File: config.mk
export PLATFORM = sky130hd
export DESIGN_NAME = audio_pdm_dac
export DESIGN_NICKNAME = d
export VERILOG_FILES = /design/src/rtl/audio_pdm_dac.sv
export SDC_FILE = /design/constraint.sdc
export NUM_CORES = 1
export LEC_CHECK = 0
export BUFFER_PORTS_ARGS = -buffer_cell sky130_fd_sc_hd__clkbuf_2
export CORE_MARGIN = 2
export CORE_UTILIZATION = 64
export CTS_CLUSTER_DIAMETER = 100
export DETAILED_ROUTE_END_ITERATION = 10
export PLACE_DENSITY_LB_ADDON = 0.1
export SYNTH_ARGS = -nofsm -noshare
export SYNTH_HDL_FRONTEND = slang
export SYNTH_SLANG_ARGS = --single-unit
File: constraint.sdc
create_clock -name clk -period 5.88 [get_ports clk]
set_clock_uncertainty 0.05 [all_clocks]
set_input_delay 0.294 -clock clk [delete_from_list [all_inputs] [get_ports clk]]
set_output_delay 0.294 -clock clk [all_outputs]
set_load 0.005 [all_outputs]
File: src/rtl/audio_pdm_dac.sv
// audio_pdm_dac: final audio output stage. Offset-binary samples arrive over a
// valid/ready handshake into a one-entry pending register. They are promoted to
// the active sample on each oversampling tick. A first-order delta-sigma
// modulator turns the active sample into a 1-bit pulse-density stream.
// Optional feature: define AUDIO_PDM_DITHER_EN to add +/-1 LFSR dither in front
// of the modulator (clamped to the legal sample range).
module audio_pdm_dac #(
   parameter int BITDEPTH = 14,
   parameter int OSR      = 1024
) (
   input  logic                clk,
   input  logic                rst,
   input  logic [BITDEPTH-1:0] in,
   input  logic                in_valid,
   output logic                in_ready,
   output logic                pdm_out,
   output logic                underrun,
   output logic                tick
);

   localparam int                  CNT_W    = (OSR > 1) ? $clog2(OSR) : 1;
   localparam logic [CNT_W-1:0]    DIV_LAST = CNT_W'(OSR - 1);
   localparam logic [BITDEPTH-1:0] MID      = {1'b1, {(BITDEPTH-1){1'b0}}};

   logic [CNT_W-1:0]    div_cnt;
   logic [BITDEPTH-1:0] pend;
   logic                pend_valid;
   logic [BITDEPTH-1:0] cur;
   logic [BITDEPTH-1:0] eff;
   logic [BITDEPTH-1:0] acc;
   logic [BITDEPTH:0]   sum;
   logic                xfer;

   // tick/underrun are decoded from registered state so they stay aligned
   assign tick     = (div_cnt == DIV_LAST);
   assign underrun = tick & ~pend_valid;
   // pending slot frees up on a tick, so a full slot can still accept then
   assign in_ready = ~pend_valid | tick;
   assign xfer     = in_valid & in_ready;

   // oversampling divider: 0..OSR-1, wraps on tick
   always_ff @(posedge clk or posedge rst) begin
      if (rst) begin
         div_cnt <= '0;
      end else if (tick) begin
         div_cnt <= '0;
      end else begin
         div_cnt <= div_cnt + 1'b1;
      end
   end

   // pending register: a new transfer wins over the tick-time drain
   always_ff @(posedge clk or posedge rst) begin
      if (rst) begin
         pend       <= '0;
         pend_valid <= 1'b0;
      end else if (xfer) begin
         pend       <= in;
         pend_valid <= 1'b1;
      end else if (tick) begin
         pend_valid <= 1'b0;
      end
   end

   // active sample: promoted from pend on tick, otherwise held (underrun case)
   always_ff @(posedge clk or posedge rst) begin
      if (rst) begin
         cur <= MID;
      end else if (tick && pend_valid) begin
         cur <= pend;
      end
   end

`ifdef AUDIO_PDM_DITHER_EN
   localparam logic [15:0]                 LFSR_TAPS = 16'hB400;
   localparam logic signed [BITDEPTH+1:0] STEP      = (BITDEPTH+2)'(1);
   localparam logic signed [BITDEPTH+1:0] MAXV      = $signed({2'b00, {BITDEPTH{1'b1}}});

   logic [15:0]                 lfsr;
   logic signed [BITDEPTH+1:0] eff_wide;

   // clamp a dithered sample back into [0, 2^BITDEPTH-1]
   function automatic logic [BITDEPTH-1:0] sat_sample(input logic signed [BITDEPTH+1:0] v);
      if (v < 0) begin
         return '0;
      end else if (v > MAXV) begin
         return '1;
      end else begin
         return v[BITDEPTH-1:0];
      end
   endfunction

   // Galois LFSR x^16+x^14+x^13+x^11+1, right-shifting, free running
   always_ff @(posedge clk or posedge rst) begin
      if (rst) begin
         lfsr <= 16'hACE1;
      end else begin
         lfsr <= {1'b0, lfsr[15:1]} ^ (lfsr[0] ? LFSR_TAPS : 16'h0000);
      end
   end

   // +/-1 dither around the active sample, saturated at the rails
   always_comb begin
      eff_wide = $signed({2'b00, cur}) + (lfsr[0] ? STEP : -STEP);
      eff      = sat_sample(eff_wide);
   end
`else
   assign eff = cur;
`endif

   // first-order delta-sigma: carry out of the accumulator is the pulse
   assign sum = {1'b0, acc} + {1'b0, eff};

   // accumulator wraps naturally; carry is registered onto the pin
   always_ff @(posedge clk or posedge rst) begin
      if (rst) begin
         acc     <= '0;
         pdm_out <= 1'b0;
      end else begin
         acc     <= sum[BITDEPTH-1:0];
         pdm_out <= sum[BITDEPTH];
      end
   end

endmodule

======== Yosys cells after proc, flatten, opt, wreduce, memory -nomap -nowiden ========
Index checks and enable logic that the tools add are counted.
storage, ports and cells
  register bits after elaboration ......... 54
  latch bits .............................. 0
  memory bits (writable) .................. 0
  bits in read-only memories .............. 0
  logic and storage cells ................. 18
  memories ................................ 0
cells by class
  add/subtract/negate cells ............... 2
  multipliers ............................. 0
  divide/modulo/power cells ............... 0
  order comparisons ....................... 0
  equality and inequality tests ........... 1
  shifts and indexed selects .............. 0
  muxes and demuxes ....................... 3
  bitwise logic cells ..................... 4
  reductions and logical operators ........ 2
operator list
  cell                                            number
  adder 14 x 14 -> 15 bit                         1
  adder 10 x 1 -> 10 bit (second input constant)  1
  == test 10 bit (second input constant)          1
  two-way mux 10 bit                              1
  bitwise AND 1 bit                               2
  two-way mux 1 bit                               2
  nonzero test 2 bit                              1
  logical AND 1 bit                               1
  NOT 1 bit                                       1
  OR 1 bit                                        1

======== Logic depth before layout (Yosys ltp) ========
Gate-level depths: netlist of the first run.
  depth after elaboration ................. 4
  gate-level depth with buffers ........... 7

======== Least setup slack after synthesis of the first run ========
Ideal clock, no wire load.
  path kind ............................... reg-to-reg
  start ................................... register cur[0]
  end ..................................... register pdm_out
  arrival time ............................ 1.802 ns
  required time ........................... 5.684 ns
  setup slack ............................. 3.883 ns
  stages on the path, launching flop included .. 8
  buffers on the path ..................... 0
  period minus slack after synthesis ...... 1.997 ns
  path through ............................ dfrtp_1 ha_1 fa_1 a211o_1 o211ai_1 a211oi_1 nor2_1 o311ai_0
between the ends
  word-level cells in the longest chain between the ends .. 1
RTL lines
  element                  RTL line  source
  start, declared          28        logic [BITDEPTH-1:0] cur;
  start signal, assigned   70        cur <= pend;
  adder 14 x 14 -> 15 bit  112       assign sum = {1'b0, acc} + {1'b0, eff};
  named net sum[14]        31        logic [BITDEPTH:0] sum;
  end signal, assigned     121       pdm_out <= sum[BITDEPTH];
  end, declared            16        output logic pdm_out,
The timed path passes the listed nets, and every way through them passes these cells.
A chain may end at the register's enable or synchronous reset.

======== Worst setup path in the final report of the first run ========
Ends and elaborated chain as after synthesis.

==> results of run 1 <==
[cells in the mapped netlist (2+ instances only)]
cell type  instances
inv_1              3
mux2_2            15
or2_2              2
nand3_1            8
mux2i_1            2
and4_1             2
nand2_1           13
mux2_1             3
a21o_1             2
mux2_4            10
xnor2_1            6
buf_6              2
o21ai_0            7
a21oi_1           13
xor2_1             8
nor2_1            21
nand2b_1           3
nor2b_1            6
clkbuf_1           2
dfrtp_1           53
o211ai_1           3
ha_1              15
a211oi_1           3
[path summary, 6_finish.rpt]
kind / cells past startpoint / slack (ns) / end
min in group asynchronous: 2 / 0.19 / pend[3]
worst max-delay path: 7 / 3.73 / pdm_out
worst min-delay path: 2 / 0.17 / pend[3]
worst max register to register: 7 / 3.73 / pdm_out
max in group asynchronous: 2 / 4.94 / acc[11]
worst min register to register: 1 / 0.43 / acc[0]
[final cells by class]
type                            instances  area [sq um]  area share [%]
Clock inverter                          1          5.00           0.173
Tap cell                               50          62.6            2.16
Multi-Input combinational cell        162          1280            44.2
Inverter                                3          11.3           0.389
Sequential cell                        54          1350            46.7
Clock buffer                            7          86.3            2.98
Timing Repair Buffer                   20           100            3.45
[flip-flops by register name (all words and copies together), names as in the netlist]
name	flops
div_cnt	10
pdm_out	1
cur	14
pend_valid	1
pend	14
acc	14
[power by group through the flow]
| stage | Combinational [W] | Sequential [W] | Clock, W |
|---|---|---|---|
| floorplan | 0.00000567 | 0.000378 | 0 |
| global placement | 0.0000129 | 0.000378 | 0 |
| detailed placement | 0.0000133 | 0.000378 | 0 |
| CTS | 0.0000132 | 0.000371 | 0.000216 |
| global route | 0.0000148 | 0.000371 | 0.000226 |
| finish | 0.0000124 | 0.000371 | 0.000208 |
[layout by cell type (no fill, tap or decap), drive strengths merged, types with 2 or more instances in the layout]
cell type,instances
xor2,8
ha,15
o21ai,7
dfrtp,53
and3,3
mux2,28
xnor2,6
mux2i,2
a211oi,3
or2,2
nor2b,6
inv,3
clkbuf,27
nor2,21
and4,3
o211ai,3
nand2,14
nand2b,4
a21o,2
nand3,8
a21oi,13
[logic make-up after synthesis]
| kind of cell | count (synthesis) | synth area share [%] |
|---|---|---|
| DFF | 54 | 50.1 |
| AOI/OAI and AO/OA | 37 | 8.57 |
| and+or+nand+nor | 65 | 12.8 |
| muxes | 30 | 13.8 |
| xor gates and xnor gates | 14 | 4.54 |
| adders and majority gates | 16 | 7.69 |
| buffers and inverters | 9 | 2.55 |
[through the flow]
stage	instance area, sq um	power, W	setup WS (ns)	cells	utilization, %
final	2900	0.000591	3.73	297	71.9
after global routing	2900	0.000612	3.58	297	71.9
after CTS	2900	0.000600	3.72	297	71.9
after detailed placement	2810	0.000392	3.74	289	69.7
after floorplan	2700	0.000384	3.88	225	-
after global placement	2810	0.000391	3.79	289	69.7
[per-layer routing]
layer  share of wire (%)  vias up  wire length, microns  global-route usage, %
met5                   0        -                     0                      0
met4                0.77        0                    32                   7.35
met3                 3.0        2                   124                   4.87
met2                  49       24                  2040                   36.4
met1                  47      784                  1950                   24.0
li1                    -      832                     -                      -
==> key figures, run 1 <==
Status
  • Run status: complete, no violations

Worst setup path
  • Standard cell with the maximum stage delay on the critical path: fa_1
  • CP arrival: roughly 2.3 ns
  • Crit end category: register
  • Worst-path cell chain: ha_1 > fa_1 > a211o_1 > o211ai_1 > a211oi_1 > nor2_1 > o311ai_0
  • Maximum fanout encountered on the critical timing path: 3
  • CP startpoint kind: register
  • Beginning of the worst register-to-register path: cur[0]
  • Required time reported for the critical path endpoint: 5.98 ns
  • Launch point of the critical path: cur[0]
  • Kind of critical path: reg2reg
  • Cell family contributing the most delay on the critical path: compound AO/OA/AOI/OAI gates
  • Worst Path Buf+Inv: 0
  • Highest cell delay on the worst timing path: approximately 0.42 ns

Worst hold path
  • Worst hold path type: in2reg
  • Hold path startpoint: in[3]

Clock network
  • Total of hold buffers inserted after clock tree synthesis: 0
  • CTS root buf: clkbuf_8
  • TritonCTS Sinks: 54
  • H-tree depth: 2
  • Clock Path Buffers: 2
  • Number of clock buffers inserted by TritonCTS: 5
  • Clock-pin slew on the worst setup and hold paths: approximately 0.1 ns
  • Post-CTS Setup Repair Bufs: 0
  • Clock latency reported for the late side of the worst-skew pair: 0.30 ns
  • Post-CTS Resized: 0
  • Clock tree from TritonCTS: yes

Synthesis
  • Cell area after technology mapping: 2700 sq um
  • Synthesized flop and latch total: 54
  • Synth Area per Inst: approximately 12 sq um
  • Post-synthesis net count: ~260
  • Ys flop type: dfrtp_1
  • Total of warnings raised by yosys: 0
  • Proportion of synthesized chip area in sequential cells: 50.1%
  • Largest area contributor in the netlist: dfrtp_1
  • Top post-synthesis cells by area: dfrtp_1 49%, ha_1 6.9%, mux2_2 6.3%, mux2_4 5.6%, nor2_1 2.9%
  • Area share of the largest cell type after synthesis: roughly 49%
  • Count of flip-flops with a built-in enable after synthesis: 0
  • Fraction of registers with async set/reset: 100%
  • Count of distinct cell types in the synthesized netlist: 46
  • Post-Syn Instances: between 200 and 250

STA
  • Shortest period the worst path allows: approximately 2.1 ns
  • Unrepaired setup endpoints after global routing: no
  • Worst hold margin: 0.165 ns
  • Number of failing hold endpoints at the final stage: 0
  • Share of the clock period used by the worst path after layout: between 30% and 40%
  • Finish-stage setup viols: 0
  • Final sum of negative setup slack: 0 ns
  • Max transition margin: ~28%
  • Pin slew with the least headroom to its limit: 1.07 ns
  • Max frequency: ~470 MHz
  • Final max-slew violation count: 0

Cells and area
  • Proportion of layout cells with a drive suffix above 1: roughly a quarter
  • Fill cell count: slightly above 300
  • Area growth syn-to-layout: 7.27%
  • Number of antenna cells inserted: 0
  • Number of nets in the layout: about 280

Power
  • Sequential share of power: a little over three fifths
  • Worst VDD drop: approximately 0.19 mV
  • Switching Power: around 0.00012 W
  • Part of the power in combinational logic: under 10%
  • Internal power component: 0.000470 W
  • Power Dens Cells: between 200 and 250 nW/um^2
  • Share of total power consumed by net switching: between 20% and 30%
  • Clock network power share: between 30% and 40%
  • Static leakage: ~1.6 nW

Detailed routing
  • Detailed-route wire length per cell: 14.0 microns
  • Initial DRT Pass Iterations: 4
  • Per-cell via count in the routed design: 5.53
  • Number of DRC violations after detailed-routing iteration 0: 69
  • DRC violation count after routing: 0
  • Number of nets with antenna violations after detailed routing: 0
  • Routed WL: approximately 4.1 mm
  • Total via count after detailed routing: around 1600

Global route
  • Overflow left after global routing: 0
  • Pin count of the biggest net entering global routing: 55
  • First-pass GRT wire length: a little over 7 mm
  • Global-route total usage across every layer: between 20 and 25%
  • Number of global-route vias before repair: about 1700
  • Initial antenna violation count: 0

Placement
  • Final weighted congestion in routability-driven placement: 0.819
  • DP HPWL: ~3.0 mm
  • Number of port buffers: 20

Job
  • Max-cap violation count: 0

Floorplan
  • Cell row count: 23
  • Die ar.: roughly 4800 sq um
  • Vert. Die Dim: slightly below 70 microns
  • Die Wd: 69.0 microns
  • Core Region: 4030 sq um
  • Ports placed on the boundary: 21
  • Starting density of the core: ~67%
No activity file was read; power rests on OpenSTA's default activity.
==> run 2, diff against run 1 <==
--- a/config.mk
+++ b/config.mk
@@ -7,7 +7,7 @@
 export LEC_CHECK = 0
 export BUFFER_PORTS_ARGS = -buffer_cell sky130_fd_sc_hd__clkbuf_2
 export CORE_MARGIN = 2
-export CORE_UTILIZATION = 64
+export CORE_UTILIZATION = 53
 export CTS_CLUSTER_DIAMETER = 100
 export DETAILED_ROUTE_END_ITERATION = 10
 export PLACE_DENSITY_LB_ADDON = 0.1
==> constraint.sdc (replaced) <==
create_clock -name clk -period 1.8 [get_ports clk]
set_clock_uncertainty 0.05 [all_clocks]
set_input_delay 0.09 -clock clk [delete_from_list [all_inputs] [get_ports clk]]
set_output_delay 0.09 -clock clk [all_outputs]
set_load 0.005 [all_outputs]
==> run 2 against run 1 <==
The flow now finishes with violations (negative setup slack). Power rose to 3.6 times the previous value. Clock-buffer cell count is 2 lower. Clock power grew to 3.9 times the previous value. Critical path depth increased by 1. Sequential cell count is the same. Sequential share of layout area is 6.7 points lower. Non-clock buffer count is 43 higher. Utilization is 1.6 points lower. Sequential power increased to 3.3 times the previous value. First-iteration DRC count shrank 7.2%. Register-to-register slack lost 4.0 ns. Critical endpoint is now acc[12].
==> key figures, run 2 (synthesis gave the netlist of run 1 again) <==
Cells and area
  • Highest-count cells in the layout ignoring fill and taps: 53 x dfrtp_1, 25 x buf_4, 20 x nor2_1, 20 x clkbuf_2, 16 x dlygate4sd3_1 (was 53 x dfrtp_1, 21 x nor2_1, 20 x clkbuf_2)
  • Number of nets in the layout: 322 (was 279)
  • Final Instance Count excl. Fillers: 357 (was 297)
  • Area growth syn-to-layout: 25.3% (was 7.27%)
  • Number of antenna cells inserted: 0 (unchanged)
  • Regs by FF count: acc (14), cur (14), pend (14) (unchanged)
  • Cell area after layout: 3390 sq um (was 2900 sq um)
  • Fill cell count: 376 (was 306)
  • Proportion of layout cells with a drive suffix above 1: 35.2% (was 25.1%)
  • Final cell utilization of the core: 70.3% (was 71.9%)
  • Most common cell after layout, fill and taps aside: dfrtp_1 (unchanged)

Detailed routing
  • Total via count after detailed routing: 1852 (was 1642)
  • Detailed-route wire length per cell: 14.2 microns (was 14.0 microns)
  • Number of DRC violations after detailed-routing iteration 0: 64 (was 69)
  • Per-cell via count in the routed design: 5.19 (was 5.53)
  • DRC violation count after routing: 0 (unchanged)
  • Routed WL: 5.08 mm (was 4.15 mm)
  • Initial DRT Pass Iterations: 4 (unchanged)
  • Number of nets with antenna violations after detailed routing: 0 (unchanged)

STA
  • Final setup slack of the worst path: -0.249 ns (was 3.73 ns)
  • Share of the clock period used by the worst path after layout: 114% (was 36.6%)
  • Max transition margin: 69.3% (was 28.3%)
  • Shortest period the worst path allows: 2.05 ns (was 2.15 ns)
  • Pin slew with the least headroom to its limit: 0.460 ns (was 1.07 ns)
  • Final sum of negative setup slack: -0.992 ns (was 0 ns)
  • Unrepaired setup endpoints after global routing: yes (was no)
  • Number of failing hold endpoints at the final stage: 0 (unchanged)
  • Finish-stage setup viols: 7 (was 0)
  • Max frequency: 488 MHz (was 465 MHz)
  • Final max-slew violation count: 0 (unchanged)

Floorplan
  • Die ar.: 5680 sq um (was 4760 sq um)
  • Core Region: 4820 sq um (was 4030 sq um)
  • Ports placed on the boundary: 21 (unchanged)
  • Vert. Die Dim: 75.4 microns (was 69.0 microns)
  • Die Wd: 75.4 microns (was 69.0 microns)
  • Cell row count: 25 (was 23)
  • Starting density of the core: 56.1% (was 67.0%)

Clock network
  • Number of clock buffers inserted by TritonCTS: 5 (unchanged)
  • TritonCTS Sinks: 54 (unchanged)
  • H-tree depth: 2 (unchanged)
  • Clock Path Buffers: 2 (unchanged)
  • Clock latency reported for the late side of the worst-skew pair: 0.32 ns (was 0.30 ns)
  • Clock tree from TritonCTS: yes (unchanged)
  • Clock-pin slew on the worst setup and hold paths: 0.09 ns (was 0.10 ns)
  • CTS root buf: clkbuf_8 (unchanged)

Worst setup path
  • Logic depth of the worst register-to-register path: 8 (was 7)
  • Beginning of the worst register-to-register path: cur[0] (unchanged)
  • Crit end category: register (unchanged)
  • CP startpoint kind: register (unchanged)
  • CP arrival: 2.20 ns (was 2.25 ns)
  • Maximum fanout encountered on the critical timing path: 2 (was 3)
  • Kind of critical path: reg2reg (unchanged)
  • Launch point of the critical path: cur[0] (unchanged)
  • Required time reported for the critical path endpoint: 1.95 ns (was 5.98 ns)

Job
  • Max-cap violation count: 0 (unchanged)

Placement
  • Final weighted congestion in routability-driven placement: 0.904 (was 0.819)
  • Instance area at placement: 3050 sq um (was 2810 sq um)
  • Number of port buffers: 20 (unchanged)
  • Cells after DPL: 331 (was 289)
  • DP HPWL: 3.47 mm (was 2.99 mm)

Power
  • Share of total power consumed by net switching: 21.0% (was 20.5%)
  • Clock network power share: 38.8% (was 35.2%)
  • Overall power consumption: 0.00210 W (was 0.000591 W)
  • Sequential share of power: 57.6% (was 62.7%)
  • Part of the power in combinational logic: 3.6% (was 2.1%)
  • Worst VDD drop: 0.437 mV (was 0.188 mV)
  • Internal power component: 0.00166 W (was 0.000470 W)
  • Switching Power: 0.000441 W (was 0.000121 W)
  • Power Dens Cells: 621 nW/um^2 (was 204 nW/um^2)
  • Static leakage: 1.76 nW (was 1.56 nW)

Global route
  • Pin count of the biggest net entering global routing: 34 (was 55)
  • Global-route total usage across every layer: 20.0% (was 20.5%)
  • Number of global-route vias before repair: 1840 (was 1668)
  • First-pass GRT wire length: 8.29 mm (was 7.05 mm)
  • Overflow left after global routing: 0 (unchanged)
  • Initial antenna violation count: 0 (unchanged)

Status
  • Run status: finished, violations left (was complete, no violations)
  • Violations in the final reports: negative setup slack

Worst hold path
  • Worst hold path type: in2async (was in2reg)
run 2: cell types whose count changed in the layout (fill, tap and decap cells not counted), moves of 2 or more:
cell           change
buf_4             +25
dlygate4sd3_1     +16
a21oi_1            -4
a21oi_2            +4
ha_1               -3
a211oi_1           -2
a211oi_2           +2
buf_12             +2
ha_2               +2
run 2: final timing paths:
check | slack [ns] | to
worst max-delay path | -0.25 | acc[12]
worst min register to register | 0.45 | div_cnt[8]
min in group clk | 0.45 | div_cnt[8]
worst max register to register | -0.25 | acc[12]
max in group asynchronous | 0.82 | cur[13]
worst min-delay path | 0.27 | pend[0]
run 2: per-layer routing:
layer | share of wire, % | track usage, % | wire length, microns
met2 | 51 | 32.9 | 2580
met5 | 0 | 0 | 0
met4 | 1.5 | 8.97 | 78
met1 | 46 | 25.1 | 2320
met3 | 2.1 | 4.76 | 108
run 2: power groups by stage:
stage	clock, W	combinational, W	sequential, W
global route	0.000889	0.0000857	0.00121
floorplan	0	0.0000185	0.00124
CTS	0.000837	0.0000754	0.00121
detailed placement	0	0.0000485	0.00124
global placement	0	0.0000478	0.00124
finish	0.000816	0.0000753	0.00121
run 2: timing repair:
action                                  in CTS  in global routing
buffers inserted                             0                  2
hold buffers                                16                  0
pin swaps                                    7                  6
endpoints found under the hold margin       36                  0
endpoints found under the setup margin       7                 10
gates resized for setup                      6                  4
run 2: worst max-delay path, stage by stage, from the launching register on:
cell	delay, ns
dfrtp_1	0.39
ha_2	0.20
fa_2	0.36
a211o_1	0.29
o211ai_1	0.16
a211oi_2	0.16
buf_4	0.16
mux2i_1	0.13
nor2_1	0.05
run 2: cell type report:
| class | count | area (sq um) | share of cell area [%] |
|---|---|---|---|
| inverters | 3 | 11.3 | 0.333 |
| clock buffers | 5 | 68.8 | 2.03 |
| flip-flops and latches | 54 | 1350 | 39.9 |
| well taps | 67 | 83.8 | 2.48 |
| multi-input cells | 162 | 1340 | 39.6 |
| repair buffers | 63 | 488 | 14.4 |
| clock inverters | 3 | 40.0 | 1.18 |
run 2: per-stage QoR:
stage	worst slack, ns	hold slack (ns)
detailed placement	-0.229	0.0587
finish	-0.249	0.271
CTS	-0.222	0.276
global placement	-0.179	0.0616
global route	-0.331	0.324
floorplan	-0.135	0.143
==> run 3, diff against run 2 <==
--- a/config.mk
+++ b/config.mk
@@ -6,7 +6,6 @@
 export NUM_CORES = 1
 export LEC_CHECK = 0
 export BUFFER_PORTS_ARGS = -buffer_cell sky130_fd_sc_hd__clkbuf_2
-export CORE_MARGIN = 2
 export CORE_UTILIZATION = 53
 export CTS_CLUSTER_DIAMETER = 100
 export DETAILED_ROUTE_END_ITERATION = 10
==> run 3 against run 2 <==
The flow still finishes with violations (negative setup slack). Clock power fell by 15%. Utilization fell by 0.16 points. Sequential cell count did not move. Clock-buffer cell count rose by 1. Sequential share of layout area rose by 0.089 points. Critical endpoint unchanged. Highest routed layer unchanged.
==> key figures, run 3 (synthesis gave the netlist of run 1 again) <==
Cells and area
  • Regs by FF count: acc (14), cur (14), pend (14) (unchanged)
  • Multi-input gate area in the final layout: 1360 sq um (was 1340 sq um)
  • Most common cell after layout, fill and taps aside: dfrtp_1 (unchanged)
  • Proportion of layout cells with a drive suffix above 1: 35.1% (was 35.2%)
  • FF+latch area: 1350 sq um (unchanged)
  • Highest-count cells in the layout ignoring fill and taps: 53 x dfrtp_1, 23 x buf_4, 20 x clkbuf_2 (was 53 x dfrtp_1, 25 x buf_4, 20 x nor2_1, 20 x clkbuf_2, 16 x dlygate4sd3_1)
  • Number of nets in the layout: 320 (was 322)
  • Area growth syn-to-layout: 25.1% (was 25.3%)
  • Fill cell count: 367 (was 376)
  • Number of antenna cells inserted: 0 (unchanged)

Global route
  • Global-route total usage across every layer: 20.4% (was 20.0%)
  • Initial antenna violation count: 0 (unchanged)
  • Pin count of the biggest net entering global routing: 36 (was 34)
  • Number of global-route vias before repair: 1920 (was 1840)
  • Overflow left after global routing: 0 (unchanged)
  • First-pass GRT wire length: 8.32 mm (was 8.29 mm)

Status
  • Violations in the final reports: negative setup slack (unchanged)
  • Run status: finished, violations left (unchanged)

Clock network
  • Clock latency reported for the late side of the worst-skew pair: 0.31 ns (was 0.32 ns)
  • Clock tree from TritonCTS: yes (unchanged)
  • Clock-pin slew on the worst setup and hold paths: 0.09 ns (about the same)
  • H-tree depth: 2 (unchanged)
  • TritonCTS Sinks: 54 (unchanged)
  • Number of clock buffers inserted by TritonCTS: 5 (unchanged)
  • Clock Path Buffers: 2 (unchanged)
  • CTS root buf: clkbuf_8 (unchanged)

STA
  • Share of the clock period used by the worst path after layout: 113% (was 114%)
  • Final setup slack of the worst path: -0.242 ns (was -0.249 ns)
  • Max transition margin: 72.5% (was 69.3%)
  • Finish-stage setup viols: 7 (unchanged)
  • Shortest period the worst path allows: 2.04 ns (was 2.05 ns)
  • Number of failing hold endpoints at the final stage: 0 (unchanged)
  • Unrepaired setup endpoints after global routing: yes (unchanged)
  • Final max-slew violation count: 0 (unchanged)
  • Max frequency: 490 MHz (was 488 MHz)
  • Pin slew with the least headroom to its limit: 0.411 ns (was 0.460 ns)
  • Final sum of negative setup slack: -1.10 ns (was -0.992 ns)

Detailed routing
  • Number of DRC violations after detailed-routing iteration 0: 65 (was 64)
  • Per-cell via count in the routed design: 5.15 (was 5.19)
  • Routed WL: 4.86 mm (was 5.08 mm)
  • Total via count after detailed routing: 1828 (was 1852)
  • Detailed-route wire length per cell: 13.7 microns (was 14.2 microns)
  • Initial DRT Pass Iterations: 4 (unchanged)
  • DRC violation count after routing: 0 (unchanged)
  • Number of nets with antenna violations after detailed routing: 0 (unchanged)

Floorplan
  • Die Wd: 73.4 microns (was 75.4 microns)
  • Die ar.: 5390 sq um (was 5680 sq um)
  • Vert. Die Dim: 73.4 microns (was 75.4 microns)
  • Starting density of the core: 56.1% (unchanged)
  • Ports placed on the boundary: 21 (unchanged)
  • Core Region: 4820 sq um (unchanged)
  • Cell row count: 25 (unchanged)

Worst setup path
  • Crit end category: register (unchanged)
  • CP arrival: 2.19 ns (was 2.20 ns)
  • Maximum fanout encountered on the critical timing path: 2 (unchanged)
  • CP startpoint kind: register (unchanged)
  • Worst-path cell chain: ha_4 > fa_2 > a211o_1 > o211ai_1 > a211oi_2 > buf_4 > mux2i_1 > nor2_1 (was ha_2 > fa_2 > a211o_1 > o211ai_1 > a211oi_2 > buf_4 > mux2i_1 > nor2_1)
  • Kind of critical path: reg2reg (unchanged)
  • R2r setup slk: -0.24 ns (was -0.25 ns)
  • Highest cell delay on the worst timing path: 0.42 ns (was 0.39 ns)
  • Required time reported for the critical path endpoint: 1.95 ns (about the same)
  • Standard cell with the maximum stage delay on the critical path: dfrtp_1 (unchanged)

Placement
  • DP HPWL: 3.44 mm (was 3.47 mm)
  • Setup WS pre-CTS: -0.270 ns (was -0.229 ns)
  • Number of port buffers: 20 (unchanged)
  • Final weighted congestion in routability-driven placement: 0.905 (was 0.904)

Power
  • Worst VDD drop: 0.532 mV (was 0.437 mV)
  • Power Dens Cells: 587 nW/um^2 (was 621 nW/um^2)
  • Static leakage: 1.74 nW (was 1.76 nW)

Job
  • Max-cap violation count: 0 (unchanged)

Worst hold path
  • Worst hold path type: in2async (unchanged)
==> run 3: cell count changes in the layout (fill, tap and decap cells not counted) <==
cell        delta
a21oi_2        -1
bufinv_16      -1
buf_4          -2
ha_2           -1
nor2_2         +1
ha_4           +2
nor2_1         -1
clkinvlp_4     +1
a21oi_1        +1
ha_1           -1
clkbuf_8       +1
clkinv_2       -1
==> run 3: timing repair <==
action	in CTS	in global routing
gates resized for setup	2	10
hold buffers	16	0
setup endpoints to repair	7	13
hold endpoints to repair	34	0
cloned	0	0
pin swaps	0	6
buffers inserted	1	0
==> run 3: worst paths after layout <==
check                             end       start  cells past startpoint
max                           acc[12]      acc[0]                      8
min                            cur[0]         rst                      3
max reg2reg                   acc[12]      acc[0]                      8
min reg2reg                div_cnt[4]  div_cnt[4]                      1
max in group asynchronous     cur[13]         rst                      4
min in group clk           div_cnt[4]  div_cnt[4]                      1
==> run 3: metal layers <==
metal | share of wire [%] | vias up | global-route usage, %
li1 | - | 909 | -
met1 | 45 | 877 | 24.7
met2 | 50 | 33 | 36.3
met3 | 2.8 | 9 | 4.12
met4 | 1.9 | 0 | 7.05
met5 | 0 | - | 0
==> run 3: through the flow <==
step                      hold slack (ns)  instances  utilization, %  power, W  area [sq um]
after floorplan                     0.143        225               -   0.00125          2710
after global placement             0.0420        331            63.4   0.00128          3050
after detailed placement           0.0388        331            63.4   0.00128          3050
after CTS                           0.273        355            69.0   0.00200          3320
after global routing                0.315        355            70.1   0.00206          3380
final                               0.269        355            70.1   0.00198          3380
==> run 3: report_power, final <==
group | leakage, nW | switching, W | internal (W)
registers | 0.731 | 0 | 0.00121
clock network | 0.0472 | 0.000387 | 0.000310
logic | 0.961 | 0.0000339 | 0.0000400
total | 1.74 | 0.000421 | 0.00156
==> run 3: layout make-up <==
class	instances	area share, %
clock inverters	2	0.370
multi-input cells	162	40.3
inverters	3	0.333
clock buffers	6	2.44
repair buffers	61	14.0
well taps	67	2.48
flip-flops and latches	54	40.0
==> run 3: worst max-delay path: cells and delay by family, from the launching register on <==
kind	cells	cell delay [ns]
AOI/OAI and AO/OA	3	0.60
adders and majority gates	2	0.54
buffers and inverters	1	0.15
DFF	1	0.42
muxes	1	0.13
and+or+nand+nor	1	0.06
